## config.mk

```make
export PLATFORM = sky130hd
export DESIGN_NAME = num_line_formatter
export DESIGN_NICKNAME = d
export VERILOG_FILES = /design/src/rtl/num_line_formatter.sv
export SDC_FILE = /design/constraint.sdc
export NUM_CORES = 1
export LEC_CHECK = 0
export BUFFER_PORTS_ARGS = -buffer_cell sky130_fd_sc_hd__buf_2
export CORE_UTILIZATION = 30
export DETAILED_ROUTE_END_ITERATION = 10
export GPL_TIMING_DRIVEN = 0
export SLEW_MARGIN = 10
export SYNTH_ARGS = -nofsm -noshare
export SYNTH_HDL_FRONTEND = slang
export SYNTH_SLANG_ARGS = --single-unit
```

## constraint.sdc

```tcl
create_clock -name Clock -period 8.6 [get_ports Clock]
set_clock_uncertainty 0.15 [all_clocks]
set_input_delay 0.43 -clock Clock [delete_from_list [all_inputs] [get_ports Clock]]
set_output_delay 0.43 -clock Clock [all_outputs]
set_load 0.01 [all_outputs]
```

## src/rtl/num_line_formatter.sv

```systemverilog
// num_line_formatter: accumulates ASCII decimal digits into a saturating
// value and echoes each line as canonical decimal text followed by CR LF.
module num_line_formatter #(
  parameter int unsigned MaxValue = 65535
) (
  input  logic       Clock,
  input  logic       Reset_n,
  input  logic [7:0] DataIn,
  input  logic       DataInValid,
  output logic       DataInReady,
  output logic [7:0] DataOut,
  output logic       DataOutValid,
  input  logic       DataOutReady,
  output logic       Overflow
);

  typedef enum logic [2:0] {
    S_RST,
    S_ACCUM,
    S_CONV,
    S_EMIT,
    S_EMIT_CR,
    S_EMIT_LF
  } state_e;

  localparam logic [15:0] MaxV = 16'(MaxValue);
  localparam logic [7:0]  ChCr = 8'h0D;
  localparam logic [7:0]  ChLf = 8'h0A;
  localparam logic [7:0]  ChQm = 8'h3F;
  localparam logic [7:0]  Ch0  = 8'h30;

  state_e      state_q, state_d;
  logic [15:0] value_q, value_d;
  logic [15:0] rem_q, rem_d;
  logic [2:0]  dcnt_q, dcnt_d;
  logic [2:0]  k_q, k_d;
  logic [3:0]  digit_q, digit_d;
  logic        err_q, err_d;
  logic        sat_q, sat_d;
  logic        started_q, started_d;
  logic [7:0]  dout_q, dout_d;
  logic        vld_q, vld_d;
  logic        ovf_q, ovf_d;

  logic [19:0] next_val;
  logic [15:0] pow_k;
  logic        is_digit;

  always_comb begin
    case (k_q)
      3'd0:    pow_k = 16'd10000;
      3'd1:    pow_k = 16'd1000;
      3'd2:    pow_k = 16'd100;
      3'd3:    pow_k = 16'd10;
      default: pow_k = 16'd1;
    endcase
  end

  assign is_digit = (DataIn >= 8'h30) && (DataIn <= 8'h39);
  assign next_val = 20'(value_q) * 20'd10 + 20'(DataIn[3:0]);

  always_comb begin
    state_d   = state_q;
    value_d   = value_q;
    rem_d     = rem_q;
    dcnt_d    = dcnt_q;
    k_d       = k_q;
    digit_d   = digit_q;
    err_d     = err_q;
    sat_d     = sat_q;
    started_d = started_q;
    dout_d    = dout_q;
    ovf_d     = 1'b0;

    unique case (state_q)
      S_RST: state_d = S_ACCUM;

      S_ACCUM: begin
        if (DataInValid) begin
          if (is_digit) begin
            if (next_val > 20'(MaxV)) begin
              value_d = MaxV;
              sat_d   = 1'b1;
            end else begin
              value_d = next_val[15:0];
            end
            if (dcnt_q != 3'd6) dcnt_d = dcnt_q + 3'd1;
          end else if (DataIn == ChLf) begin
            state_d = S_ACCUM;
          end else if (DataIn == ChCr) begin
            if (err_q) begin
              dout_d  = ChQm;
              state_d = S_EMIT;
            end else if (dcnt_q == 3'd0) begin
              dout_d  = ChCr;
              state_d = S_EMIT_CR;
            end else begin
              rem_d     = value_q;
              k_d       = 3'd0;
              digit_d   = 4'd0;
              started_d = 1'b0;
              state_d   = S_CONV;
            end
          end else begin
            err_d = 1'b1;
          end
        end
      end

      // One subtract or one resolve per cycle; leading zeros are skipped
      S_CONV: begin
        if (rem_q >= pow_k) begin
          rem_d   = rem_q - pow_k;
          digit_d = digit_q + 4'd1;
        end else if (digit_q != 4'd0 || started_q || k_q == 3'd4) begin
          dout_d    = Ch0 + {4'd0, digit_q};
          started_d = 1'b1;
          state_d   = S_EMIT;
        end else begin
          k_d     = k_q + 3'd1;
          digit_d = 4'd0;
        end
      end

      S_EMIT: begin
        if (DataOutReady) begin
          if (err_q || k_q == 3'd4) begin
            dout_d  = ChCr;
            state_d = S_EMIT_CR;
          end else begin
            k_d     = k_q + 3'd1;
            digit_d = 4'd0;
            state_d = S_CONV;
          end
        end
      end

      S_EMIT_CR: begin
        if (DataOutReady) begin
          dout_d  = ChLf;
          state_d = S_EMIT_LF;
        end
      end

      S_EMIT_LF: begin
        if (DataOutReady) begin
          ovf_d   = sat_q && !err_q;
          value_d = 16'd0;
          dcnt_d  = 3'd0;
          err_d   = 1'b0;
          sat_d   = 1'b0;
          state_d = S_ACCUM;
        end
      end

      default: state_d = S_RST;
    endcase

    vld_d = (state_d == S_EMIT) || (state_d == S_EMIT_CR) ||
            (state_d == S_EMIT_LF);
  end

  always_ff @(posedge Clock or negedge Reset_n) begin
    if (!Reset_n) begin
      state_q   <= S_RST;
      value_q   <= 16'd0;
      rem_q     <= 16'd0;
      dcnt_q    <= 3'd0;
      k_q       <= 3'd0;
      digit_q   <= 4'd0;
      err_q     <= 1'b0;
      sat_q     <= 1'b0;
      started_q <= 1'b0;
      dout_q    <= 8'h00;
      vld_q     <= 1'b0;
      ovf_q     <= 1'b0;
    end else begin
      state_q   <= state_d;
      value_q   <= value_d;
      rem_q     <= rem_d;
      dcnt_q    <= dcnt_d;
      k_q       <= k_d;
      digit_q   <= digit_d;
      err_q     <= err_d;
      sat_q     <= sat_d;
      started_q <= started_d;
      dout_q    <= dout_d;
      vld_q     <= vld_d;
      ovf_q     <= ovf_d;
    end
  end

  assign DataInReady  = (state_q == S_ACCUM);
  assign DataOut      = dout_q;
  assign DataOutValid = vld_q;
  assign Overflow     = ovf_q;

endmodule

```

==> results.py, run 1 <==
metrics = {
    "placement": {
        "routabilityCongestion": 0.9089,
        "hpwl_mm": 9.364,
        "placedCellCount": 799,
        "port-buffer-count": 20,
        "detailedPlace.worstSlack_ps": 4713,
    },
    "timing": {
        "hold_slack_ps": 25.63,
        "max_slew.worst_pin.slew_ps": 753.5,
        "timing.fmax_mhz": 252.8,
        "aggregate_negative_setup_slack_ps": 0,
        "min_period_ps": 3956,
        "final.setup.worst_slack_ps": 4644,
        "timing.final.crit_share": 0.4600,
        "slew_headroom": 0.4958,
        "drv_slew": 0,
        "rsz0062_at_grt": "false",
        "final-hold-violation-count": 0,
        "report.final.setup_viol": 0,
    },
    "grt": {
        "grt_first_pass_wirelength_mm": 20.33,
        "groute.usage.overall": 0.1496,
        "grt_remaining_overflow": 0,
        "grt_start_max_net_pins": 56,
        "antenna_found_initial": 0,
        "first_global_vias": 4087,
    },
    "worst_setup_path": {
        "rr_startpoint": "value_q[1]",
        "cp-startpoint": "value_q[1]",
        "required_ps": 8600,
        "critPathMaxFanout": 10,
        "crit_path_max_incr_delay_ps": 460,
        "worstPathCellList": "ha_1 -> ha_1 -> inv_1 -> fa_1 -> nand2b_1 -> a21oi_2 -> xor2_1 -> a311o_2 -> and3b_2 -> a21o_2 -> a21oi_4 -> buf_6 -> a31oi_1",
        "cp.arrival_ps": 3950,
        "timing_worst_setup_path_type": "flip-flop to flip-flop",
        "critical-path-slowest-cell": "dfrtp_1",
        "worstSetupStartpointType": "flip-flop",
        "most_common_cell_on_crit_path": "ha_1",
        "end_kind": "flip-flop",
    },
    "yosys": {
        "most_common_flop_cell_mapped_by_yosys": "dfrtp_1",
        "synth_area_leaders": "dfrtp_1 (28%), ha_1 (14%), o21ai_0 (5.8%), a21oi_1 (4.1%), xnor2_1 (3.8%)",
        "synth_async_sr_flop_share": 1.000,
        "mappedNetlistArea_mm2": 0.004835,
        "synthesis.instances": 562,
        "synth_cell_type_count": 77,
        "seq_area_frac_synth": 0.2847,
        "synth_largest_type_area_fraction": 0.2847,
        "number_of_flops_mapped_to_enable_cells_by_yosys": 0,
        "syn_avg_cell_area_um2": 8.603,
        "synth-warning-count": 0,
        "synth-seq-cells": 55,
        "yosys.area.top_type": "dfrtp_1",
    },
    "cells_and_area": {
        "final_nets": 658,
        "fraction_of_final_layout_cells_sized_beyond_drive_strength_1": 0.1168,
        "insertedDiodeCount": 0,
        "fillers": 1617,
        "final-instance-count-excl-fill": 807,
        "layout_commonest_cell": "o21ai_0",
        "mostFrequentLayoutCells": "o21ai_0 (56), dfrtp_1 (55), ha_1 (53)",
        "area.growth.synth_to_final_pct": 11.26,
    },
    "run_status": {
        "status": "complete, no violations",
    },
    "floorplan": {
        "io-pin-count": 23,
        "rows": 46,
        "die_h_um": 128.9,
        "design.die.area_mm2": 0.01663,
        "dieWidth_um": 128.9,
        "floorplan.initialDensity": 0.3055,
        "fp.coreArea_mm2": 0.01583,
    },
    "clocking": {
        "cts_hold_buf": 0,
        "clk_path_buf_depth": 2,
        "clk_pin_slew_worst_paths_ps": 80,
        "h_tree_lvls": 2,
        "tritoncts": "built",
        "clock-root-buffer": "clkbuf_16",
        "cts_num_sinks": 55,
        "cts_resized": 0,
        "cts.repair_timing.setup_buffer_count": 0,
        "tritoncts.num_buffers": 5,
        "worst_skew_pair.late_latency_ps": 300,
    },
    "routing": {
        "routed_wl_mm": 12.06,
        "detail_route.vias_per_cell": 5.333,
        "detail-route-antenna-nets": 0,
        "first_iter_violations": 226,
        "detail_route.drc_violations": 0,
        "drt-pass1-iter-count": 5,
        "routed_wire_per_std_cell_um": 14.94,
        "routed-via-count": 4304,
    },
    "flow_run": {
        "max_cap_viol_count": 0,
    },
    "hold_path": {
        "hold_class": "input port to asynchronous set/reset pin",
    },
}
## cell families (layout without fill, tap and decap cells)
| family | after synthesis | after routing | share of synthesized area |
|---|---|---|---|
| xor+xnor | 26 | 26 | 0.04710 |
| simple gates | 168 | 168 | 0.1835 |
| mux | 8 | 8 | 0.01708 |
| buf+inv | 53 | 81 | 0.05616 |
| compound gates | 195 | 195 | 0.2611 |
| other cells | 1 | 2 | 0.0007757 |
| flops | 55 | 55 | 0.2847 |
| fa+ha+maj | 56 | 56 | 0.1496 |
## critical path, delay by kind of cell (launching register included)
kind	cells	cell delay [ps]
flip-flops	1	460
adder cells (fa/ha/maj)	3	960
AND/OR/NAND/NOR	2	450
buffers and inverters	2	250
XOR/XNOR	1	190
AO/OA/AOI/OAI	5	1330
## worst paths after layout
check	to	slack (ps)	cells past startpoint
worst max-delay path	value_q[12]	4640	13
worst min-delay path	DataOut[3]	30	1
worst max register to register	value_q[12]	4640	13
worst min register to register	rem_q[7]	340	2
max in group asynchronous	rem_q[12]	7800	1
min in group Clock	value_q[0]	250	3
## stage by stage
| stage | cell area [um^2] | util |
|---|---|---|
| 2_1_floorplan | 4838 | - |
| 3_3_place_gp | 5209 | 0.3291 |
| 3_5_place_dp | 5209 | 0.3291 |
| 4_1_cts | 5376 | 0.3397 |
| 5_1_grt | 5379 | 0.3398 |
| 6_report | 5379 | 0.3398 |
## sequential cells by signal, summed over array words and instances (netlist names)
| name | count |
|---|---|
| rem_q | 16 |
| value_q | 16 |
| DataOut | 5 |
| digit_q | 4 |
| dcnt_q | 3 |
| k_q | 3 |
| state_q | 3 |
| DataOutValid | 1 |
| Overflow | 1 |
| err_q | 1 |
| sat_q | 1 |
| started_q | 1 |
## routing by layer
layer  part of all wire  track usage
met5                  0            0
met4             0.0089      0.02561
met3              0.034      0.01746
met2               0.48       0.2563
met1               0.48       0.2039
## synth_stat cells, drive strengths merged (3+ instances only)
cell / n
o21ai: 58
dfrtp: 55
ha: 53
nand2: 46
a21oi: 42
nor2: 33
inv: 25
a31oi: 24
xnor2: 21
nor3: 17
nand3: 14
a21o: 13
clkbuf: 13
buf: 12
a211oi: 10
nand2b: 9
nor2b: 8
o21a: 8
nand4: 7
mux2i: 6
and3: 5
nor3b: 5
o21bai: 5
xor2: 5
o31a: 4
o31ai: 4
or4: 4
a311oi: 3
and4bb: 3
fa: 3
nor4: 3
o211ai: 3
o22a: 3
o22ai: 3
or3: 3
## cell type report
| cell class | instances | area (um^2) | area share |
|---|---|---|---|
| Multi-Input combinational cell | 455 | 3191 | 0.5932 |
| Sequential cell | 55 | 1376 | 0.2559 |
| Tap cell | 216 | 270.3 | 0.05024 |
| Buffer | 26 | 170.2 | 0.03164 |
| Clock buffer | 6 | 128.9 | 0.02396 |
| Timing Repair Buffer | 20 | 102.6 | 0.01907 |
| Inverter | 27 | 101.3 | 0.01884 |
| Clock inverter | 2 | 38.79 | 0.007211 |
Power of run 1 is left out: the tool's default activity adds up to more than one toggle a clock period on the data nets, which glitch-free logic cannot reach.
==> run 2, diff against run 1 <==
==> constraint.sdc (replaced) <==
create_clock -name Clock -period 3.5 [get_ports Clock]
set_clock_uncertainty 0.15 [all_clocks]
set_input_delay 0.175 -clock Clock [delete_from_list [all_inputs] [get_ports Clock]]
set_output_delay 0.175 -clock Clock [all_outputs]
set_load 0.01 [all_outputs]
==> run 2 against run 1 <==
  * The run now ends with setup timing left
  * Count of clock-buffer cells in the layout did not move
  * Flip-flop and latch count did not move
  * Final cell count rose by 3.7%
  * Fmax rose by 13%
  * Design area rose by 9.6%
  * Global-route usage rose by 0.35 points
  * Non-clock buffer count rose by 30
  * First-iteration DRC count rose by 7.1%
  * Wire length rose by 5.6%
  * Core utilization rose by 3.3 points
  * Worst hold slack got worse by 23 ps
  * Critical path type unchanged
==> results.py, run 2 (synthesized netlist as in run 1, its figures left out) <==
metrics = {
    "run_status": {
        "status": "complete, but fails checks",
        "violations": "setup timing",
    },
    "floorplan": {
        "design.die.area_mm2": 0.01663,
        "die_h_um": 128.9,
        "io-pin-count": 23,
        "dieWidth_um": 128.9,
        "floorplan.initialDensity": 0.3055,
        "rows": 46,
        "fp.coreArea_mm2": 0.01583,
    },
    "clocking": {
        "tritoncts.num_buffers": 5,
        "clk_path_buf_depth": 2,
        "cts_num_sinks": 55,
        "clk_pin_slew_worst_paths_ps": 80,
        "worst_skew_pair.late_latency_ps": 300,
        "h_tree_lvls": 2,
        "tritoncts": "built",
        "clock-root-buffer": "clkbuf_16",
    },
    "placement": {
        "routabilityCongestion": 0.9089,
        "port-buffer-count": 20,
        "detailedPlace.worstSlack_ps": -386.6,
        "hpwl_mm": 9.364,
    },
    "timing": {
        "timing.final.crit_share": 1.004,
        "min_period_ps": 3513,
        "timing.fmax_mhz": 284.6,
        "report.final.setup_viol": 3,
        "max_slew.worst_pin.slew_ps": 734.0,
        "final-hold-violation-count": 0,
        "final.setup.worst_slack_ps": -13.29,
        "drv_slew": 0,
        "slew_headroom": 0.5089,
        "rsz0062_at_grt": "true",
        "hold_slack_ps": 2.885,
    },
    "flow_run": {
        "max_cap_viol_count": 0,
    },
    "routing": {
        "routed_wire_per_std_cell_um": 15.21,
        "routed-via-count": 4472,
        "detail_route.vias_per_cell": 5.343,
        "drt-pass1-iter-count": 5,
        "detail_route.drc_violations": 0,
        "detail-route-antenna-nets": 0,
        "routed_wl_mm": 12.73,
        "first_iter_violations": 242,
    },
    "grt": {
        "grt_remaining_overflow": 0,
        "grt_start_max_net_pins": 56,
        "first_global_vias": 4190,
        "grt_first_pass_wirelength_mm": 20.76,
        "groute.usage.overall": 0.1531,
        "antenna_found_initial": 0,
    },
    "cells_and_area": {
        "mostFrequentLayoutCells": "o21ai_0 (52), dfrtp_1 (47), nand2_1 (44)",
        "final_nets": 688,
        "area.growth.synth_to_final_pct": 21.92,
        "area_of_the_multi_input_gates_mm2": 0.003430,
        "postLayoutCoreUtil": 0.3724,
        "layout_commonest_cell": "o21ai_0",
        "fillers": 1576,
        "seqCellArea_mm2": 0.001386,
        "fraction_of_final_layout_cells_sized_beyond_drive_strength_1": 0.2319,
        "insertedDiodeCount": 0,
    },
    "worst_setup_path": {
        "required_ps": 3500,
        "critPathMaxFanout": 5,
        "end_kind": "flip-flop",
        "worstSetupStartpointType": "flip-flop",
        "cp.arrival_ps": 3510,
        "timing_worst_setup_path_type": "flip-flop to flip-flop",
    },
    "hold_path": {
        "hold_class": "input port to flip-flop",
    },
}
==> run 2: critical path, cell delays in order (launching register included) <==
cell and delay, ps:
dfrtp_2 450, ha_4 300, ha_4 140, inv_2 30, fa_2 360, nand2b_4 180, a21oi_4 240, and4bb_2 270
a311o_2 340, and3b_2 240, a21o_4 220, a21oi_4 200, buf_6 150, a31oi_1 90
==> run 2: path summary, 6_finish.rpt <==
path	start	to	slack, ps	cells past startpoint
max reg2reg	value_q[3]	value_q[12]	-10	13
max in group asynchronous	Reset_n	value_q[10]	2360	2
min in group asynchronous	Reset_n	DataOut[2]	310	2
min	DataInValid	err_q	3	3
max	value_q[3]	value_q[12]	-10	13
min reg2reg	rem_q[7]	rem_q[7]	340	2
==> run 2: final cells by class <==
cell class,count,area share
inverter,27,0.01783
timing repair buffer,50,0.05837
clock buffer,6,0.02186
multi-input combinational,455,0.5818
buffer,26,0.03248
clock inverter,2,0.006580
tap,216,0.04585
sequential,55,0.2352
==> run 2: metrics by stage <==
step                      cell area (um^2)  TNS (ps)  instances
after floorplan                       4838         0        563
after global placement                5209     -8303        799
after detailed placement              5209     -9326        799
after CTS                             5570         0        818
after global routing                  5894     -1562        837
final                                 5894    -19.01        837
==> run 2: timing repair <==
item	CTS	global route
endpoints found under the hold margin	1	55
gates resized for setup	25	52
endpoints found under the setup margin	35	41
pin swaps	8	14
cloned	1	0
buffers inserted	9	18
hold buffers	1	1
==> run 2: metal layers <==
metal / GRT usage / vias up / share of wire
met5: 0 / - / 0
li1: - / 2181 / -
met4: 0.03114 / 0 / 0.012
met1: 0.2065 / 2184 / 0.47
met3: 0.01580 / 14 / 0.027
met2: 0.2645 / 93 / 0.49
Power of run 2 is left out for the same reason.
